==> src/rtl/mix_sample_fetcher.sv <==
// mix_sample_fetcher
//
// Request side of the voice-mixer sample handshake. A free-running tick
// counter paces requests at the audio rate. Each request is a one-cycle
// pulse on generate_new_sample to the mixer. The 16-bit sample returned with
// new_sample_ready is captured into a small first-word-fall-through FIFO,
// which the codec/DAC serializer drains through a valid/ready interface.
//
// Parameters:
//   DIVIDER    clk cycles per sample period (>= 4)
//   FIFO_DEPTH output FIFO entries (power of two, 2..16)
//   TIMEOUT    max WAIT cycles before a request is abandoned
//
// Ports:
//   clk                 single clock, rising edge
//   reset_n             synchronous active-low reset
//   generate_new_sample one-cycle request pulse to the mixer
//   new_sample_ready    mixer response, mixed_sample valid this cycle
//   mixed_sample        signed 16-bit mixed sample
//   out_sample          FIFO head, zero when the FIFO is empty
//   out_valid           FIFO non-empty
//   out_ready           consumer accepts head when out_valid is high
//   fifo_level          current FIFO occupancy
//   overflow            sticky: a sample was dropped on a full FIFO
//   late_tick           sticky: a tick arrived while a request was outstanding
//   timeout_err         sticky: a request timed out
//
// Configuration macro: MIX_TIMEOUT_EN
//   defined   -> WAIT is bounded by TIMEOUT cycles, timeout_err is live
//   undefined -> WAIT holds until new_sample_ready, timeout_err is 0

module mix_sample_fetcher #(
    parameter int DIVIDER    = 2083,
    parameter int FIFO_DEPTH = 4,
    parameter int TIMEOUT    = 16
) (
    input  logic                          clk,
    input  logic                          reset_n,
    output logic                          generate_new_sample,
    input  logic                          new_sample_ready,
    input  logic [15:0]                   mixed_sample,
    output logic [15:0]                   out_sample,
    output logic                          out_valid,
    input  logic                          out_ready,
    output logic [$clog2(FIFO_DEPTH):0]   fifo_level,
    output logic                          overflow,
    output logic                          late_tick,
    output logic                          timeout_err
);

    localparam int AW = $clog2(FIFO_DEPTH);
    localparam int LW = AW + 1;
    localparam int CW = $clog2(DIVIDER);

    typedef enum logic [1:0] {
        ST_IDLE = 2'd0,
        ST_REQ  = 2'd1,
        ST_WAIT = 2'd2
    } state_e;

    state_e          state_q, state_d;
    logic [CW-1:0]   cnt_q, cnt_d;
    logic            tick_s;

    logic            push_s;
    logic            pop_s;
    logic            wr_en_s;
    logic            full_s;
    logic            empty_s;
    logic            late_set_s;
    logic            ovf_set_s;

    logic [15:0]     mem_q [FIFO_DEPTH];
    logic [AW-1:0]   wr_ptr_q, wr_ptr_d;
    logic [AW-1:0]   rd_ptr_q, rd_ptr_d;
    logic [LW-1:0]   level_q, level_d;
    logic [15:0]     head_d;

    logic            gen_q;
    logic            out_valid_q;
    logic [15:0]     out_sample_q;
    logic            overflow_q;
    logic            late_q;

`ifdef MIX_TIMEOUT_EN
    localparam int TW = $clog2(TIMEOUT + 1);
    logic [TW-1:0]   wcnt_q, wcnt_d;
    logic            tout_set_s;
    logic            tout_q;
`endif

    // Pacing counter next value; wraps after DIVIDER-1 independent of the FSM.
    always_comb begin
        tick_s = (cnt_q == CW'(DIVIDER - 1));
        if (tick_s) begin
            cnt_d = '0;
        end else begin
            cnt_d = cnt_q + CW'(1);
        end
    end

    // Request FSM next-state logic: pacing, response capture, late-tick detection.
    always_comb begin
        state_d    = state_q;
        push_s     = 1'b0;
        late_set_s = 1'b0;
`ifdef MIX_TIMEOUT_EN
        wcnt_d     = wcnt_q;
        tout_set_s = 1'b0;
`endif
        case (state_q)
            ST_IDLE: begin
                if (tick_s) begin
                    state_d = ST_REQ;
                end else begin
                    state_d = ST_IDLE;
                end
            end
            ST_REQ: begin
                late_set_s = tick_s;
                state_d    = ST_WAIT;
`ifdef MIX_TIMEOUT_EN
                wcnt_d     = '0;
`endif
            end
            ST_WAIT: begin
                late_set_s = tick_s;
                if (new_sample_ready) begin
                    push_s  = 1'b1;
                    state_d = ST_IDLE;
                end else begin
`ifdef MIX_TIMEOUT_EN
                    // Last allowed WAIT cycle without a response: abandon.
                    if (wcnt_q == TW'(TIMEOUT - 1)) begin
                        tout_set_s = 1'b1;
                        state_d    = ST_IDLE;
                    end else begin
                        wcnt_d = wcnt_q + TW'(1);
                    end
`else
                    state_d = ST_WAIT;
`endif
                end
            end
            default: begin
                state_d = ST_IDLE;
            end
        endcase
    end

    // FIFO control: accept/drop decisions, pointer/level updates, next head.
    always_comb begin
        full_s    = (level_q == LW'(FIFO_DEPTH));
        empty_s   = (level_q == LW'(0));
        pop_s     = out_ready && !empty_s;
        // A full FIFO still accepts a push when the head leaves in the same cycle.
        wr_en_s   = push_s && (!full_s || pop_s);
        ovf_set_s = push_s && full_s && !pop_s;

        wr_ptr_d = wr_en_s ? (wr_ptr_q + AW'(1)) : wr_ptr_q;
        rd_ptr_d = pop_s   ? (rd_ptr_q + AW'(1)) : rd_ptr_q;

        case ({wr_en_s, pop_s})
            2'b10:   level_d = level_q + LW'(1);
            2'b01:   level_d = level_q - LW'(1);
            default: level_d = level_q;
        endcase

        // Head after this edge; the slot being written this cycle is not yet
        // in mem_q, so forward the incoming sample when it becomes the head.
        if (level_d == LW'(0)) begin
            head_d = 16'd0;
        end else if (wr_en_s && (wr_ptr_q == rd_ptr_d)) begin
            head_d = mixed_sample;
        end else begin
            head_d = mem_q[rd_ptr_d];
        end
    end

    // Control, pointer and output registers with synchronous reset.
    always_ff @(posedge clk) begin
        if (!reset_n) begin
            cnt_q        <= '0;
            state_q      <= ST_IDLE;
            wr_ptr_q     <= '0;
            rd_ptr_q     <= '0;
            level_q      <= '0;
            gen_q        <= 1'b0;
            out_valid_q  <= 1'b0;
            out_sample_q <= 16'd0;
            overflow_q   <= 1'b0;
            late_q       <= 1'b0;
        end else begin
            cnt_q        <= cnt_d;
            state_q      <= state_d;
            wr_ptr_q     <= wr_ptr_d;
            rd_ptr_q     <= rd_ptr_d;
            level_q      <= level_d;
            gen_q        <= (state_d == ST_REQ);
            out_valid_q  <= (level_d != LW'(0));
            out_sample_q <= head_d;
            overflow_q   <= overflow_q | ovf_set_s;
            late_q       <= late_q | late_set_s;
        end
    end

    // FIFO storage; contents are don't-care until written, so no reset.
    always_ff @(posedge clk) begin
        if (wr_en_s) begin
            mem_q[wr_ptr_q] <= mixed_sample;
        end
    end

`ifdef MIX_TIMEOUT_EN
    // WAIT cycle counter and sticky timeout flag.
    always_ff @(posedge clk) begin
        if (!reset_n) begin
            wcnt_q <= '0;
            tout_q <= 1'b0;
        end else begin
            wcnt_q <= wcnt_d;
            tout_q <= tout_q | tout_set_s;
        end
    end

    assign timeout_err = tout_q;
`else
    assign timeout_err = 1'b0;
`endif

    assign generate_new_sample = gen_q;
    assign out_valid           = out_valid_q;
    assign out_sample          = out_sample_q;
    assign fifo_level          = level_q;
    assign overflow            = overflow_q;
    assign late_tick           = late_q;

endmodule

==> config.mk <==
export PLATFORM = sky130hd
export DESIGN_NAME = mix_sample_fetcher
export DESIGN_NICKNAME = d
export VERILOG_FILES = /design/src/rtl/mix_sample_fetcher.sv
export SDC_FILE = /design/constraint.sdc
export NUM_CORES = 1
export LEC_CHECK = 0
export BUFFER_PORTS_ARGS = -buffer_cell sky130_fd_sc_hd__buf_2
export CAP_MARGIN = 40
export CORE_ASPECT_RATIO = 1.5
export CORE_MARGIN = 2
export CORE_UTILIZATION = 50
export CTS_BUF_LIST = sky130_fd_sc_hd__clkbuf_4
export DETAILED_ROUTE_END_ITERATION = 7
export GPL_TIMING_DRIVEN = 0
export HOLD_SLACK_MARGIN = 0.05
export PLACE_DENSITY = 0.76
export SETUP_SLACK_MARGIN = 0.15
export SLEW_MARGIN = 20
export SYNTH_ARGS = -nofsm -noshare
export SYNTH_HDL_FRONTEND = slang
export SYNTH_SLANG_ARGS = --single-unit
==> constraint.sdc <==
create_clock -name clk -period 3.8 [get_ports clk]
set_clock_uncertainty 0.15 [all_clocks]
set_input_delay 0.38 -clock clk [delete_from_list [all_inputs] [get_ports clk]]
set_output_delay 0.38 -clock clk [all_outputs]
set_load 0.01 [all_outputs]
Yosys cells after proc, flatten, opt, wreduce, memory -nomap -nowiden
Memories as Yosys holds them, arrays and structs flattened. A register that Yosys moved wholly into a read port is not among the register bits. Index checks and enable logic that the tools add are counted.

Register bits: 25. Memories kept: 1. Input bits: 20. Bits in latches: 0. Output and inout port bits: 24. Bits in read-only memories: 0. Bits in writable memories: 64.

$mul: 0. Div/mod/pow operators: 0. Muxes and demuxes: 10. Eq/ne operators: 7. Add/subtract/negate cells: 5. $lt $le $gt $ge: 0. Shift operators: 0. Bitwise operators: 3. Reduce and logical (&&, ||, !) cells: 15.

Memories: mem_q (depth 4, width 16, read ports 1, clocked after Yosys merged registers in 1, write ports 1, line 73) `logic [15:0] mem_q [FIFO_DEPTH];`.

Operators by type and width (number): $add 12x1->12 const B (1); $eq 12x12->1 const B (1); $eq 2x1->1 const B (3); $logic_not 3->1 (2); $mux 1 (6); $pmux 2 s3 (1); $pmux 3 s2 (1); $reduce_or 2->1 (3); $add 2x1->2 const B (2); $eq 2x2->1 const B (2); $logic_and 1x1->1 (4); $mux 2 (2); $add 3x1->3 const B (1); $eq 3x3->1 const B (1); $logic_not 1->1 (3); $reduce_bool 3->1 (1); $sub 3x1->3 const B (1); $logic_not 2->1 (1); $or 1x1->1 (2); $logic_or 1x1->1 (1); $not 1->1 (1).

Depth between registers and ports, before layout
Depth in word-level cells: 9. Gate-level depth with buffers: 14.

Least setup slack after synthesis
Ideal clock, no wire load.

Path type: register to register. Start point: register level_q[2], in the netlist fifo_level[2]. End point: register out_sample_q[0], in the netlist out_sample[0], read port of mem_q. Path slack: 0.417 ns. Data arrival time: 3.107 ns. Cell stages (with the launch flop): 15. Setup time: 0.126 ns. Cell sequence: dfxtp_1 inv_1 or4_1 nand3_1 buf_2 ha_1 inv_1 fa_1 xnor2_1 and3_1 o41a_1 clkbuf_1 clkbuf_1 o31ai_1 a21oi_2.

Word-level cells in the longest chain between the ends: 9. Elaborated cells on any way between the ends: 15. Classes of those cells: add/sub (2); eq/ne (3); mux (2); reduce/logical (8).

Ends and longest elaborated chain: start, declared (line 76) `logic [LW-1:0] level_q, level_d;`; start signal, assigned (line 198) `level_q <= level_d;`; $logic_not 3->1 (line 154) `empty_s = (level_q == LW'(0));`; $logic_not 1->1 (line 155) `pop_s = out_ready && !empty_s;`; $logic_and 1x1->1 (line 155); $logic_or 1x1->1 (line 157) `wr_en_s = push_s && (!full_s || pop_s);`; $logic_and 1x1->1 (line 157); $eq 2x1->1 or $eq 2x2->1 (tied branches) (line 163) `case ({wr_en_s, pop_s})`; $pmux 3 s2 (line 163); $logic_not 3->1 (line 171) `if (level_d == LW'(0)) begin`; $reduce_or 2->1 (no source line); end, declared (line 81) `logic [15:0] out_sample_q;`.

Parallel ways exist; a longest one is shown, timed or not. A chain may end at the register's enable or synchronous reset.

Final worst setup path
Start point: register level_q[1], in the netlist fifo_level[1]. End point: register out_sample_q[4], in the netlist out_sample[4], read port of mem_q.

Same word-level chain as after synthesis.

==> qor.txt <==
WORST SETUP PATH
--------------------------------------------------------------------------------
Worst EP required                                                        4.02 ns
Cell with the largest stage delay on the worst path                 sky130_fd_sc_hd__or4_4
Capturing point of the worst reg2reg path                           out_sample[4]
Buf/Inv on CP                                                                  4
Arrival @ worst endpoint                                                 3.69 ns
Maximum net fanout on the critical path                                       10
Worst reg-to-reg setup slack                                             0.34 ns
Capturing element type of the critical path                            flip-flop
Cell-by-cell listing of the critical path                           or4_4, nand3_4, buf_6, ha_1, inv_1, fa_1, xnor2_1, a21oi_1, o41a_1, clkbuf_2, buf_2, o31ai_1, a21oi_2
Reg2reg path depth                                                            13
Largest stage delay, worst path                                          0.58 ns
Family with the most delay on the worst path                        simple AND/OR/NAND/NOR gates
Critical path class                                                 flip-flop to flip-flop
Launch instance of the worst register-to-register path              fifo_level[1]
Critical path startpoint category                                      flip-flop

DIE
--------------------------------------------------------------------------------
Area of the die                                                      10,500 um^2
CORE AREA                                                              9310 um^2
Total I/O pin count                                                           44
Die W                                                                    84.2 um
Starting utilization of the core area                                      51.9%
Site row count                                                                43
Chip Height                                                               124 um

SYNTHESIS
--------------------------------------------------------------------------------
Synthesis warning total                                                        0
Gate count of the mapped netlist                                             414
Post-synth cell types                                                         41
Top flip-flop cell by instance count after synthesis                sky130_fd_sc_hd__edfxtp_1
Post-Syn Nets                                                                445
Area fraction of the dominant cell type after synthesis                    39.8%
Top cell type by total area after synthesis                         sky130_fd_sc_hd__edfxtp_1
Post-synthesis async set-or-reset flop share                                  0%
Number of enable-type register cells in the synthesized netlist               64
Netlist area before placement                                          4830 um^2
Cell with the most instances after synthesis                        sky130_fd_sc_hd__edfxtp_1
Post-synth top cells                                                sky130_fd_sc_hd__edfxtp_1, sky130_fd_sc_hd__nor2_1, sky130_fd_sc_hd__dfxtp_1, sky130_fd_sc_hd__o31ai_1, sky130_fd_sc_hd__nor3_1
Avg Synthesized Cell Area                                              11.7 um^2
Synthesis-stage register bit count                                           105
Proportion of synthesized chip area in sequential cells                    56.8%
Main area contributors after synthesis                              sky130_fd_sc_hd__edfxtp_1, sky130_fd_sc_hd__dfxtp_1, sky130_fd_sc_hd__o31ai_1

CLOCK NETWORK
--------------------------------------------------------------------------------
Clock root buffer master                                            sky130_fd_sc_hd__clkbuf_4
H-tree depth reported by CTS                                                   3
Bufs on Longest Clock Path                                                     2
Sink Count                                                                   105
CTS tree                                                                   built
Clock slew at reported path FFs                                          0.15 ns
Clock network latency to the later pin of the worst-skew pair            0.47 ns
CTS buffer count                                                               9

STA
--------------------------------------------------------------------------------
Worst Max-Slew Pin Slew                                                 0.717 ns
Hold Vio Cnt, Final                                                            0
Achievable Freq                                                          289 MHz
Normalized max-slew margin                                                 52.2%
Post-route fraction of the period consumed by the critical path            91.1%
Final number of setup-violating endpoints                                      0
Final critical-path required period                                      3.46 ns
Number of max-slew violations in the final report                              0
Unrepaired setup endpoints after global routing                            false

DETAILED ROUTING
--------------------------------------------------------------------------------
DR pass1 iterations                                                            5
Routed Wire Length                                                       11.4 mm
Detailed-route vias per instance                                            6.09
Count of unresolved DRC violations after routing                               0
Post-DRT Antenna Nets                                                          0
Violation count after the first detailed-route iteration                     353
Routed length per placed instance                                        18.9 um
Vias                                                                       3,670

PLACED DESIGN
--------------------------------------------------------------------------------
HPWL after detailed placement                                            7.86 mm
Number of buffer cells added on primary ports                                 41
Final estimated routing congestion in global placement                     0.883

GRT
--------------------------------------------------------------------------------
Pin count of the biggest net entering global routing                          17
GRT overflow                                                                   0
Wire length of the first global-routing pass                             18.1 mm
Number of antenna violations at the first check in global routing              0
Number of global-route vias before repair                                  3,687
Total global routing track utilization                                     22.2%

RUN
--------------------------------------------------------------------------------
Max Cap Viol                                                                   0

POWER
--------------------------------------------------------------------------------
Ratio of total power to cell area                                    328 nW/um^2
Total chip power                                                         1.83 mW
Leakage power                                                            2.01 nW
Worst IR Drop VDD                                                     0.000228 V

MIN PATH
--------------------------------------------------------------------------------
Startpoint of the tightest hold check path                               reset_n
Endpoint, Worst Hold                                                fifo_level[2]
Hold Crit Depth                                                                2
Worst hold path class                                               input pin to flip-flop

FINISH
--------------------------------------------------------------------------------
Diodes inserted                                                                0
Synthesis-to-finish area growth                                            15.5%
Nets                                                                         517
Layout cell share with drive strength beyond 1                             23.0%
Final core utilization                                                     59.9%

OUTCOME
--------------------------------------------------------------------------------
Outcome                                                             complete, no violations

[worst max-delay path by stage]
| stage | from | endpoint | slack, ns | depth (start not counted) |
|---|---|---|---|---|
| floorplan | fifo_level[2] | out_sample[0] | 0.42 | 14 |
| global placement | out_ready | out_sample[5] | -0.41 | 15 |
| detailed placement | out_ready | out_sample[1] | -0.45 | 15 |
| CTS | fifo_level[2] | out_sample[1] | 0.18 | 14 |
| global route | fifo_level[1] | out_sample[6] | 0.14 | 13 |
| finish | fifo_level[1] | out_sample[4] | 0.34 | 13 |
[layout make-up]
class                           count  area, um^2
Tap cell                          112         140
Inverter                           17        63.8
Buffer                             32         156
Fill cell                         778        3730
Clock inverter                      3        42.5
Clock buffer                       13        97.6
Timing Repair Buffer               62         433
Sequential cell                   105        2740
Multi-Input combinational cell    259        1900
[per-layer routing]
layer / up-vias / wire [um] / GRT usage [%] / part of all wire [%]
li1: 1685 / - / - / -
met1: 1766 / 4190 / 25.0 / 37
met2: 180 / 6100 / 38.4 / 53
met3: 39 / 792 / 4.17 / 6.9
met4: 0 / 331 / 12.8 / 2.9
met5: - / 0 / 0 / 0
[worst register-to-register path, stage by stage, from the launching register on]
cell and delay (ns):
sky130_fd_sc_hd__dfxtp_1 0.40, sky130_fd_sc_hd__or4_4 0.59, sky130_fd_sc_hd__nand3_4 0.14, sky130_fd_sc_hd__buf_6 0.17
sky130_fd_sc_hd__ha_1 0.20, sky130_fd_sc_hd__inv_1 0.06, sky130_fd_sc_hd__fa_1 0.38, sky130_fd_sc_hd__xnor2_1 0.19
sky130_fd_sc_hd__a21oi_1 0.12, sky130_fd_sc_hd__o41a_1 0.38, sky130_fd_sc_hd__clkbuf_2 0.20, sky130_fd_sc_hd__buf_2 0.23
sky130_fd_sc_hd__o31ai_1 0.12, sky130_fd_sc_hd__a21oi_2 0.05
[placed cells by master, fill, tap and decap left out, types with 5 or more instances in the layout]
cell	synthesis	routed
sky130_fd_sc_hd__nand2_1	8	8
sky130_fd_sc_hd__nand3_1	8	7
sky130_fd_sc_hd__inv_1	16	16
sky130_fd_sc_hd__ha_1	10	10
sky130_fd_sc_hd__clkbuf_1	15	12
sky130_fd_sc_hd__a21oi_1	8	8
sky130_fd_sc_hd__mux2_2	16	16
sky130_fd_sc_hd__o31ai_1	32	32
sky130_fd_sc_hd__nor3_1	18	18
sky130_fd_sc_hd__xnor2_1	9	9
sky130_fd_sc_hd__a22o_1	16	16
sky130_fd_sc_hd__or3_1	16	16
sky130_fd_sc_hd__nand3b_1	17	17
sky130_fd_sc_hd__buf_1	6	5
sky130_fd_sc_hd__dlygate4sd3_1	0	16
sky130_fd_sc_hd__edfxtp_1	64	64
sky130_fd_sc_hd__buf_2	8	50
sky130_fd_sc_hd__dfxtp_1	41	40
sky130_fd_sc_hd__a21oi_2	10	10
sky130_fd_sc_hd__o221ai_1	16	16
sky130_fd_sc_hd__xor2_1	7	7
sky130_fd_sc_hd__clkbuf_4	0	13
sky130_fd_sc_hd__nor2_1	44	40
sky130_fd_sc_hd__and2_1	5	5
[what timing repair did]
action / in CTS / in global routing
gates resized for setup: 5 / 5
pin swaps: 1 / 0
hold buffers: 16 / 0
cloned: 0 / 0
setup endpoints to repair: 17 / 10
buffers inserted: 1 / 0
endpoints found under the hold margin: 64 / 0
[power by group]
group          leakage (nW)  internal, mW  switching, mW
Combinational          1.02        0.0220         0.0227
Clock                0.0796         0.230          0.344
Sequential            0.906          1.21        0.00321
[metrics by stage]
step                      cell area (um^2)  TNS [ns]  hold WS [ns]  worst slack (ns)  cells
after floorplan                       4830         0         0.291             0.417    414
after global placement                5170     -3.90         0.300            -0.411    567
after detailed placement              5240     -4.29         0.310            -0.448    571
after CTS                             5560         0         0.113             0.178    603
after global routing                  5570         0         0.141             0.141    603
final                                 5570         0         0.131             0.339    603
[cell families (layout without fill, tap and decap cells)]
kind of cell / count (synthesis) / after routing / synth area share, %
AO/OA/AOI/OAI: 88 / 88 / 14.9
AND/OR/NAND/NOR: 126 / 126 / 13.9
XOR/XNOR: 16 / 16 / 2.90
multiplexers: 17 / 17 / 3.94
adder cells (fa/ha/maj): 11 / 11 / 3.01
buffers and inverters: 50 / 127 / 4.43
other: 1 / 1 / 0.0777
flip-flops: 105 / 105 / 56.8
[registers in the layout (all words and copies together) (netlist names)]
register,flops
cnt_q,12
fifo_level,3
generate_new_sample,1
late_tick,1
mem_q,64
out_sample,16
out_valid,1
overflow,1
rd_ptr_q,2
state_q,2
wr_ptr_q,2
No activity file was read; power rests on OpenSTA's default activity.
